### config.mk
export PLATFORM = sky130hd
export DESIGN_NAME = float_adder_pipe
export DESIGN_NICKNAME = d
export VERILOG_FILES = /design/src/rtl/float_adder_pipe_pkg.sv /design/src/rtl/float_align_shift.sv /design/src/rtl/float_adder_pipe.sv
export SDC_FILE = /design/constraint.sdc
export NUM_CORES = 1
export LEC_CHECK = 0
export CAP_MARGIN = 40
export CORE_MARGIN = 3
export CORE_UTILIZATION = 45
export DETAILED_ROUTE_END_ITERATION = 7
export PLACE_DENSITY = 0.71
export SYNTH_ARGS = -nofsm -noshare
export SYNTH_HDL_FRONTEND = slang
export SYNTH_HIERARCHICAL = 1
export SYNTH_SLANG_ARGS = --single-unit
### constraint.sdc
create_clock -name clk -period 26.4 [get_ports clk]
set_clock_uncertainty 0.1 [all_clocks]
set_input_delay 5.28 -clock clk [delete_from_list [all_inputs] [get_ports clk]]
set_output_delay 5.28 -clock clk [all_outputs]
set_load 0.05 [all_outputs]
### src/rtl/float_adder_pipe_pkg.sv
// Shared definitions for the pipelined floating-point adder.
package float_adder_pipe_pkg;

    // Guard, round and sticky bits carried below the significand LSB.
    localparam int GRS_W = 3;

    // Which path produces the final result word.
    typedef enum logic [1:0] {
        KIND_NORMAL,
        KIND_NAN,
        KIND_INF
    } result_kind_e;

endpackage

### src/rtl/float_align_shift.sv
// Right-shifts the smaller significand for exponent alignment, producing
// guard, round and sticky bits from everything shifted below the LSB.
module float_align_shift #(
    parameter int SIG_W = 24,
    parameter int SH_W  = 8
) (
    input  logic [SIG_W-1:0] sig,
    input  logic [SH_W-1:0]  shift,
    output logic [SIG_W-1:0] shifted,
    output logic             guard,
    output logic             round,
    output logic             sticky
);

    localparam int EXT_W = SIG_W + 2;
    localparam logic [SH_W-1:0] SHIFT_LIMIT = SH_W'(EXT_W);

    logic [2*EXT_W-1:0] wide;

    // Shifts past the guard and round positions collapse the whole operand into sticky.
    always_comb begin
        wide    = '0;
        shifted = '0;
        guard   = 1'b0;
        round   = 1'b0;
        sticky  = 1'b0;
        if (shift >= SHIFT_LIMIT) begin
            sticky = |sig;
        end else begin
            wide    = {sig, 2'b00, {EXT_W{1'b0}}} >> shift;
            shifted = wide[2*EXT_W-1 -: SIG_W];
            guard   = wide[EXT_W+1];
            round   = wide[EXT_W];
            sticky  = |wide[EXT_W-1:0];
        end
    end

endmodule

### src/rtl/float_adder_pipe.sv
// Four-stage IEEE-754 style adder/subtractor with valid/ready handshake,
// denormal flushing, round-to-nearest-even and NaN/overflow/underflow flags.
module float_adder_pipe
    import float_adder_pipe_pkg::*;
#(
    parameter int EXP_W  = 8,
    parameter int FRAC_W = 23
) (
    input  logic                      clk,
    input  logic                      rst,
    input  logic                      in_valid,
    output logic                      in_ready,
    input  logic [EXP_W+FRAC_W:0]     A,
    input  logic [EXP_W+FRAC_W:0]     B,
    input  logic                      op,
    output logic                      out_valid,
    input  logic                      out_ready,
    output logic [EXP_W+FRAC_W:0]     out,
    output logic                      NaN_flag,
    output logic                      overflow_flag,
    output logic                      underflow_flag
);

    localparam int W      = 1 + EXP_W + FRAC_W;
    localparam int SIG_W  = FRAC_W + 1;
    localparam int NORM_W = SIG_W + GRS_W;
    localparam int SUM_W  = NORM_W + 1;
    localparam int XW     = EXP_W + 2;

    localparam logic [EXP_W-1:0]     EXP_ONES  = '1;
    localparam logic [EXP_W-1:0]     EXP_ZERO  = '0;
    localparam logic [FRAC_W-1:0]    FRAC_ZERO = '0;
    localparam logic [W-1:0]         NAN_CANON = {1'b0, EXP_ONES, 1'b1, {(FRAC_W-1){1'b0}}};
    localparam logic signed [XW-1:0] XEXP_ZERO = '0;
    localparam logic signed [XW-1:0] XEXP_MAX  = {2'b00, EXP_ONES};

    logic advance;

    assign advance  = !(out_valid && !out_ready);
    assign in_ready = advance;

    // ---------------- Stage 1: unpack, classify, order by magnitude
    logic               a_sign, b_sign, x_sign, y_sign, swap;
    logic [EXP_W-1:0]   a_exp, b_exp, x_exp, y_exp;
    logic [FRAC_W-1:0]  a_frac, b_frac;
    logic               a_nan, b_nan, a_inf, b_inf;
    logic [W-2:0]       a_mag, b_mag, x_mag, y_mag;
    result_kind_e       kind1_next;
    logic               sign1_next;

    logic               s1_valid, s1_sign, s1_sub;
    result_kind_e       s1_kind;
    logic [EXP_W-1:0]   s1_exp, s1_diff;
    logic [SIG_W-1:0]   s1_xsig, s1_ysig;

    // Decode both operands, flush zero-exponent inputs and pick the larger magnitude as X.
    always_comb begin
        a_sign = A[W-1];
        a_exp  = A[W-2:FRAC_W];
        a_frac = A[FRAC_W-1:0];
        b_sign = B[W-1] ^ op;
        b_exp  = B[W-2:FRAC_W];
        b_frac = B[FRAC_W-1:0];
        a_nan  = (a_exp == EXP_ONES) && (a_frac != FRAC_ZERO);
        b_nan  = (b_exp == EXP_ONES) && (b_frac != FRAC_ZERO);
        a_inf  = (a_exp == EXP_ONES) && (a_frac == FRAC_ZERO);
        b_inf  = (b_exp == EXP_ONES) && (b_frac == FRAC_ZERO);
        a_mag  = (a_exp == EXP_ZERO) ? '0 : {a_exp, a_frac};
        b_mag  = (b_exp == EXP_ZERO) ? '0 : {b_exp, b_frac};
        swap   = b_mag > a_mag;
        x_sign = swap ? b_sign : a_sign;
        y_sign = swap ? a_sign : b_sign;
        x_mag  = swap ? b_mag : a_mag;
        y_mag  = swap ? a_mag : b_mag;
        x_exp  = x_mag[W-2:FRAC_W];
        y_exp  = y_mag[W-2:FRAC_W];
        kind1_next = KIND_NORMAL;
        sign1_next = x_sign;
        if (a_nan || b_nan || (a_inf && b_inf && (a_sign != b_sign))) begin
            kind1_next = KIND_NAN;
        end else if (a_inf || b_inf) begin
            kind1_next = KIND_INF;
            sign1_next = a_inf ? a_sign : b_sign;
        end
    end

    // Capture the accepted operand pair; a bubble enters when in_valid is low.
    always_ff @(posedge clk) begin
        if (rst) begin
            s1_valid <= 1'b0;
        end else if (advance) begin
            s1_valid <= in_valid;
            s1_kind  <= kind1_next;
            s1_sign  <= sign1_next;
            s1_sub   <= x_sign ^ y_sign;
            s1_exp   <= x_exp;
            s1_diff  <= x_exp - y_exp;
            s1_xsig  <= {|x_exp, x_mag[FRAC_W-1:0]};
            s1_ysig  <= {|y_exp, y_mag[FRAC_W-1:0]};
        end
    end

    // ---------------- Stage 2: align Y to X
    logic [SIG_W-1:0]   al_sig;
    logic               al_guard, al_round, al_sticky;

    logic               s2_valid, s2_sign, s2_sub;
    result_kind_e       s2_kind;
    logic [EXP_W-1:0]   s2_exp;
    logic [SIG_W-1:0]   s2_xsig;
    logic [NORM_W-1:0]  s2_yal;

    float_align_shift #(
        .SIG_W (SIG_W),
        .SH_W  (EXP_W)
    ) u_align (
        .sig     (s1_ysig),
        .shift   (s1_diff),
        .shifted (al_sig),
        .guard   (al_guard),
        .round   (al_round),
        .sticky  (al_sticky)
    );

    // Register the aligned smaller operand alongside the untouched larger one.
    always_ff @(posedge clk) begin
        if (rst) begin
            s2_valid <= 1'b0;
        end else if (advance) begin
            s2_valid <= s1_valid;
            s2_kind  <= s1_kind;
            s2_sign  <= s1_sign;
            s2_sub   <= s1_sub;
            s2_exp   <= s1_exp;
            s2_xsig  <= s1_xsig;
            s2_yal   <= {al_sig, al_guard, al_round, al_sticky};
        end
    end

    // ---------------- Stage 3: add or subtract, then normalise
    logic [SUM_W-1:0]   sum;
    logic [XW-1:0]      lz_cnt, ext_exp, exp3_next;
    logic               lz_found;
    logic [NORM_W-1:0]  norm3_next;
    logic               zero3_next, sign3_next;

    logic               s3_valid, s3_sign, s3_zero;
    result_kind_e       s3_kind;
    logic signed [XW-1:0] s3_exp;
    logic [NORM_W-1:0]  s3_norm;

    // X is never smaller than Y, so the difference cannot go negative; count
    // leading zeros to bring the leading one back to the top.
    always_comb begin
        sum = s2_sub ? ({1'b0, s2_xsig, {GRS_W{1'b0}}} - {1'b0, s2_yal})
                     : ({1'b0, s2_xsig, {GRS_W{1'b0}}} + {1'b0, s2_yal});
        lz_cnt   = '0;
        lz_found = 1'b0;
        for (int i = NORM_W - 1; i >= 0; i--) begin
            if (!lz_found) begin
                if (sum[i]) begin
                    lz_found = 1'b1;
                end else begin
                    lz_cnt = lz_cnt + XW'(1);
                end
            end
        end
        ext_exp = {2'b00, s2_exp};
        if (sum[SUM_W-1]) begin
            norm3_next = {sum[SUM_W-1:2], sum[1] | sum[0]};
            exp3_next  = ext_exp + XW'(1);
        end else begin
            norm3_next = sum[NORM_W-1:0] << lz_cnt;
            exp3_next  = ext_exp - lz_cnt;
        end
        zero3_next = (sum == '0);
        sign3_next = (zero3_next && s2_sub && (s2_kind == KIND_NORMAL)) ? 1'b0 : s2_sign;
    end

    // Register the normalised significand and its possibly out-of-range exponent.
    always_ff @(posedge clk) begin
        if (rst) begin
            s3_valid <= 1'b0;
        end else if (advance) begin
            s3_valid <= s2_valid;
            s3_kind  <= s2_kind;
            s3_sign  <= sign3_next;
            s3_zero  <= zero3_next;
            s3_exp   <= exp3_next;
            s3_norm  <= norm3_next;
        end
    end

    // ---------------- Stage 4: round to nearest even and pack
    logic                 round_up;
    logic [SIG_W:0]       rounded;
    logic signed [XW-1:0] round_exp;
    logic [FRAC_W-1:0]    round_frac;
    logic [W-1:0]         out_next;
    logic                 nan_next, ovf_next, unf_next;

    // Round once, then let specials, zero, underflow and overflow override the packed value.
    always_comb begin
        round_up   = s3_norm[2] & (s3_norm[1] | s3_norm[0] | s3_norm[3]);
        rounded    = {1'b0, s3_norm[NORM_W-1:GRS_W]} + {{SIG_W{1'b0}}, round_up};
        round_exp  = s3_exp + $signed({{(XW-1){1'b0}}, rounded[SIG_W]});
        round_frac = rounded[SIG_W] ? rounded[FRAC_W:1] : rounded[FRAC_W-1:0];
        out_next   = {s3_sign, round_exp[EXP_W-1:0], round_frac};
        nan_next   = 1'b0;
        ovf_next   = 1'b0;
        unf_next   = 1'b0;
        case (s3_kind)
            KIND_NAN: begin
                out_next = NAN_CANON;
                nan_next = 1'b1;
            end
            KIND_INF: begin
                out_next = {s3_sign, EXP_ONES, FRAC_ZERO};
            end
            default: begin
                if (s3_zero) begin
                    out_next = {s3_sign, {(W-1){1'b0}}};
                end else if (s3_exp <= XEXP_ZERO) begin
                    out_next = {s3_sign, {(W-1){1'b0}}};
                    unf_next = 1'b1;
                end else if (round_exp >= XEXP_MAX) begin
                    out_next = {s3_sign, EXP_ONES, FRAC_ZERO};
                    ovf_next = 1'b1;
                end
            end
        endcase
    end

    // Output register; holds its contents while the consumer is not ready.
    always_ff @(posedge clk) begin
        if (rst) begin
            out_valid      <= 1'b0;
            out            <= '0;
            NaN_flag       <= 1'b0;
            overflow_flag  <= 1'b0;
            underflow_flag <= 1'b0;
        end else if (advance) begin
            out_valid      <= s3_valid;
            out            <= out_next;
            NaN_flag       <= nan_next;
            overflow_flag  <= ovf_next;
            underflow_flag <= unf_next;
        end
    end

endmodule

==> impl_metrics.py <==
metrics = {
    "synthesis": {
        "syn_avg_cell_area_sq_um": 8.14,
        "synth_cell_types": 121,
        "synth-async-reset-ratio": 0,
        "synth_warnings": 6,
        "synth-main-ff-cell": "edfxtp_1",
        "synth_area_sq_um": 21700,
        "synth_edf_count": 172,
        "ys_seq_area_frac": 0.274,
        "synth_cells": 2666,
        "ys_seq_elements": 211,
        "synth_nets": 2855,
    },
    "critical_path": {
        "crit_top_cell": "ha_1",
        "rrSetupSlack_ns": 4.92,
        "path_class": "flip-flop to flip-flop",
        "max_stage_delay_ns": 0.79,
        "regToRegStartpoint": "s2_yal[0]$_DFFE_PP_",
        "cp_slowest_cell": "clkinv_1",
        "crit_arrival_ns": 21.63,
        "cp_max_fo": 36,
        "worst_setup_path_start_kind": "flip-flop",
        "r2r_cells": 96,
        "worst_ep_required_time_ns": 26.55,
        "critPathCaptureType": "flip-flop",
        "r2r-end": "s3_exp[8]$_DFFE_PP_",
    },
    "timing": {
        "period_minus_slack_ns": 21.48,
        "relSlewSlack": 0.210,
        "setup_viol": 0,
        "fmax_mhz": 46.6,
        "setup_tns_ns": 0,
        "hold_viol_final": 0,
        "rsz0062_at_grt": "false",
        "period_share": 0.814,
        "finalMaxSlewViolations": 0,
        "layout_setup_ws_ns": 4.92,
        "worst_pin_slew_ns": 1.16,
    },
    "routing": {
        "dr.pass1.iters": 8,
        "final_antenna_net_count": 0,
        "viasPerCell": 6.28,
        "vias": 20800,
        "drt_iter0_drc": 1908,
        "wl_microns": 67900,
        "wire_per_inst_microns": 20.5,
        "drc": 1,
    },
    "power": {
        "seqPwrFrac": 0.320,
        "internal-power_mw": 0.813,
        "combPwrFrac": 0.437,
        "p_clk_frac": 0.243,
        "swShare": 0.405,
        "leakage_nw": 9.09,
        "power_density_nw_per_um2": 57.1,
        "ir_drop_v": 0.0000424,
        "p_sw_mw": 0.554,
    },
    "global_routing": {
        "grt_pass1_vias": 19600,
        "grt_antenna_before_repair": 0,
        "grt_overflow": 0,
        "track_usage": 0.259,
        "grt_pass1_wl_microns": 107000,
        "grt_max_degree": 93,
    },
    "clocking": {
        "ctsResizeCount": 0,
        "tritoncts": "done",
        "cts_setup_buffers": 0,
        "root_buffer": "clkbuf_16",
        "cts.sinks": 211,
        "cts_made_buffers": 24,
        "cts-htree-levels": 1,
        "cts_buffer_depth": 3,
        "path_clk_slew_ns": 0.06,
        "cts_hold_buf": 0,
        "clkLatencyLatePin_ns": 0.53,
    },
    "die": {
        "io-pin-count": 106,
        "core_area_sq_um": 47100,
        "rows": 79,
        "die_h_microns": 226,
        "die_area_sq_um": 50900,
        "die_w_microns": 226,
        "start_util": 0.461,
    },
    "worst_hold_path": {
        "hold-path-endpoint": "s2_xsig[1]$_DFFE_PP_",
        "hold_start": "s1_xsig[1]$_DFFE_PP_",
        "worstHoldPathType": "flip-flop to flip-flop",
        "whs_path_depth": 0,
    },
    "place": {
        "dp_slack_ns": 5.58,
        "routabilityCongestion": 0.952,
        "hpwl_microns": 52900,
        "io_buffers": 105,
        "dp.cells": 3271,
    },
    "final_layout": {
        "drive_gt1_frac": 0.0720,
        "n_fill_cell": 4445,
        "area_growth_pct": 10.3,
        "final_nets": 2879,
        "final_core_util": 0.508,
        "final_cell_mix": "nand2_1 (318), nor2_1 (264), a21oi_1 (189), edfxtp_1 (172), o21ai_0 (167)",
        "antenna_cells": 0,
        "final_common_cell": "nand2_1",
        "final_cells": 3315,
    },
    "run_status": {
        "outcome": "complete, but fails checks",
        "violations": "design-rule violations",
    },
    "run": {
        "cap_violations": 0,
    },
}
## area by class of cell
type	count	area, sq um	share of cell area
multi-input combinational	2168	14500	0.608
timing repair buffer	137	1330	0.0555
clock buffer	24	601	0.0251
sequential	211	5950	0.249
inverter	148	556	0.0232
clock inverter	20	189	0.00790
tap	607	759	0.0318
## worst max path at each step
stage                    startpoint             endpoint  depth (start not counted)
4_1_cts         s2_yal[0]$_DFFE_PP_  s3_exp[8]$_DFFE_PP_                         96
6_report        s2_yal[0]$_DFFE_PP_  s3_exp[8]$_DFFE_PP_                         96
5_1_grt         s2_yal[0]$_DFFE_PP_  s3_exp[8]$_DFFE_PP_                         96
3_5_place_dp    s2_yal[0]$_DFFE_PP_  s3_exp[8]$_DFFE_PP_                         96
3_3_place_gp    s2_yal[0]$_DFFE_PP_  s3_exp[8]$_DFFE_PP_                         98
2_1_floorplan  s2_xsig[8]$_DFFE_PP_  s3_exp[8]$_DFFE_PP_                         99
## flip-flops by register name (all words and copies together), names as in the netlist, 10 cells and up
name and flops:
out 32, s2_xsig 24, s1_ysig 24, s3_norm 27, s3_exp 10, s1_xsig 24, s2_yal 27
## through the flow
stage / instance area, sq um / hold slack [ns] / power [mW]
after CTS: 23900 / 0.308 / 1.36
final: 23900 / 0.313 / 1.37
after floorplan: 21700 / 0.300 / 0.858
after global routing: 23900 / 0.305 / 1.44
after detailed placement: 23100 / 0.305 / 1.02
after global placement: 23100 / 0.304 / 1.01
## kinds of logic after synthesis
group                      share of synthesized area
AOI/OAI and AO/OA                              0.228
xor gates and xnor gates                      0.0734
adders and majority gates                     0.0722
buffers and inverters                         0.0569
DFF                                            0.274
muxes                                         0.0668
and+or+nand+nor                                0.229
## cell usage after synthesis (68+ instances only)
master	n	area, sq um
a21oi_1	190	951
clkbuf_1	85	319
edfxtp_1	172	5160
ha_1	118	1480
inv_1	139	522
mux2i_1	72	721
nand2_1	318	1190
nand3_1	105	526
nor2_1	265	995
nor3_1	68	340
o21ai_0	167	836
xnor2_1	93	815
## layer usage
| metal | vias up | share of wire | GRT usage |
|---|---|---|---|
| li1 | 9928 | - | - |
| met1 | 9852 | 0.43 | 0.344 |
| met2 | 852 | 0.47 | 0.427 |
| met3 | 184 | 0.059 | 0.0253 |
| met4 | 0 | 0.051 | 0.122 |
| met5 | - | 0 | 0 |
## power by group through the flow
stage / clock, mW / sequential [mW] / combinational, mW
2_1_floorplan: 0 / 0.445 / 0.413
3_3_place_gp: 0 / 0.442 / 0.572
3_5_place_dp: 0 / 0.443 / 0.581
4_1_cts: 0.338 / 0.437 / 0.583
5_1_grt: 0.351 / 0.441 / 0.651
6_report: 0.333 / 0.437 / 0.597
## critical path: cells and delay by family (launching register included)
| kind | cells | cell delay, ns |
|---|---|---|
| multiplexers | 6 | 1.24 |
| buffers and inverters | 9 | 1.71 |
| flip-flops | 1 | 0.55 |
| adder cells (fa/ha/maj) | 25 | 8.71 |
| AO/OA/AOI/OAI | 34 | 6.24 |
| XOR/XNOR | 1 | 0.16 |
| AND/OR/NAND/NOR | 21 | 2.51 |
Note: power is estimated with default switching activity, not from simulation.
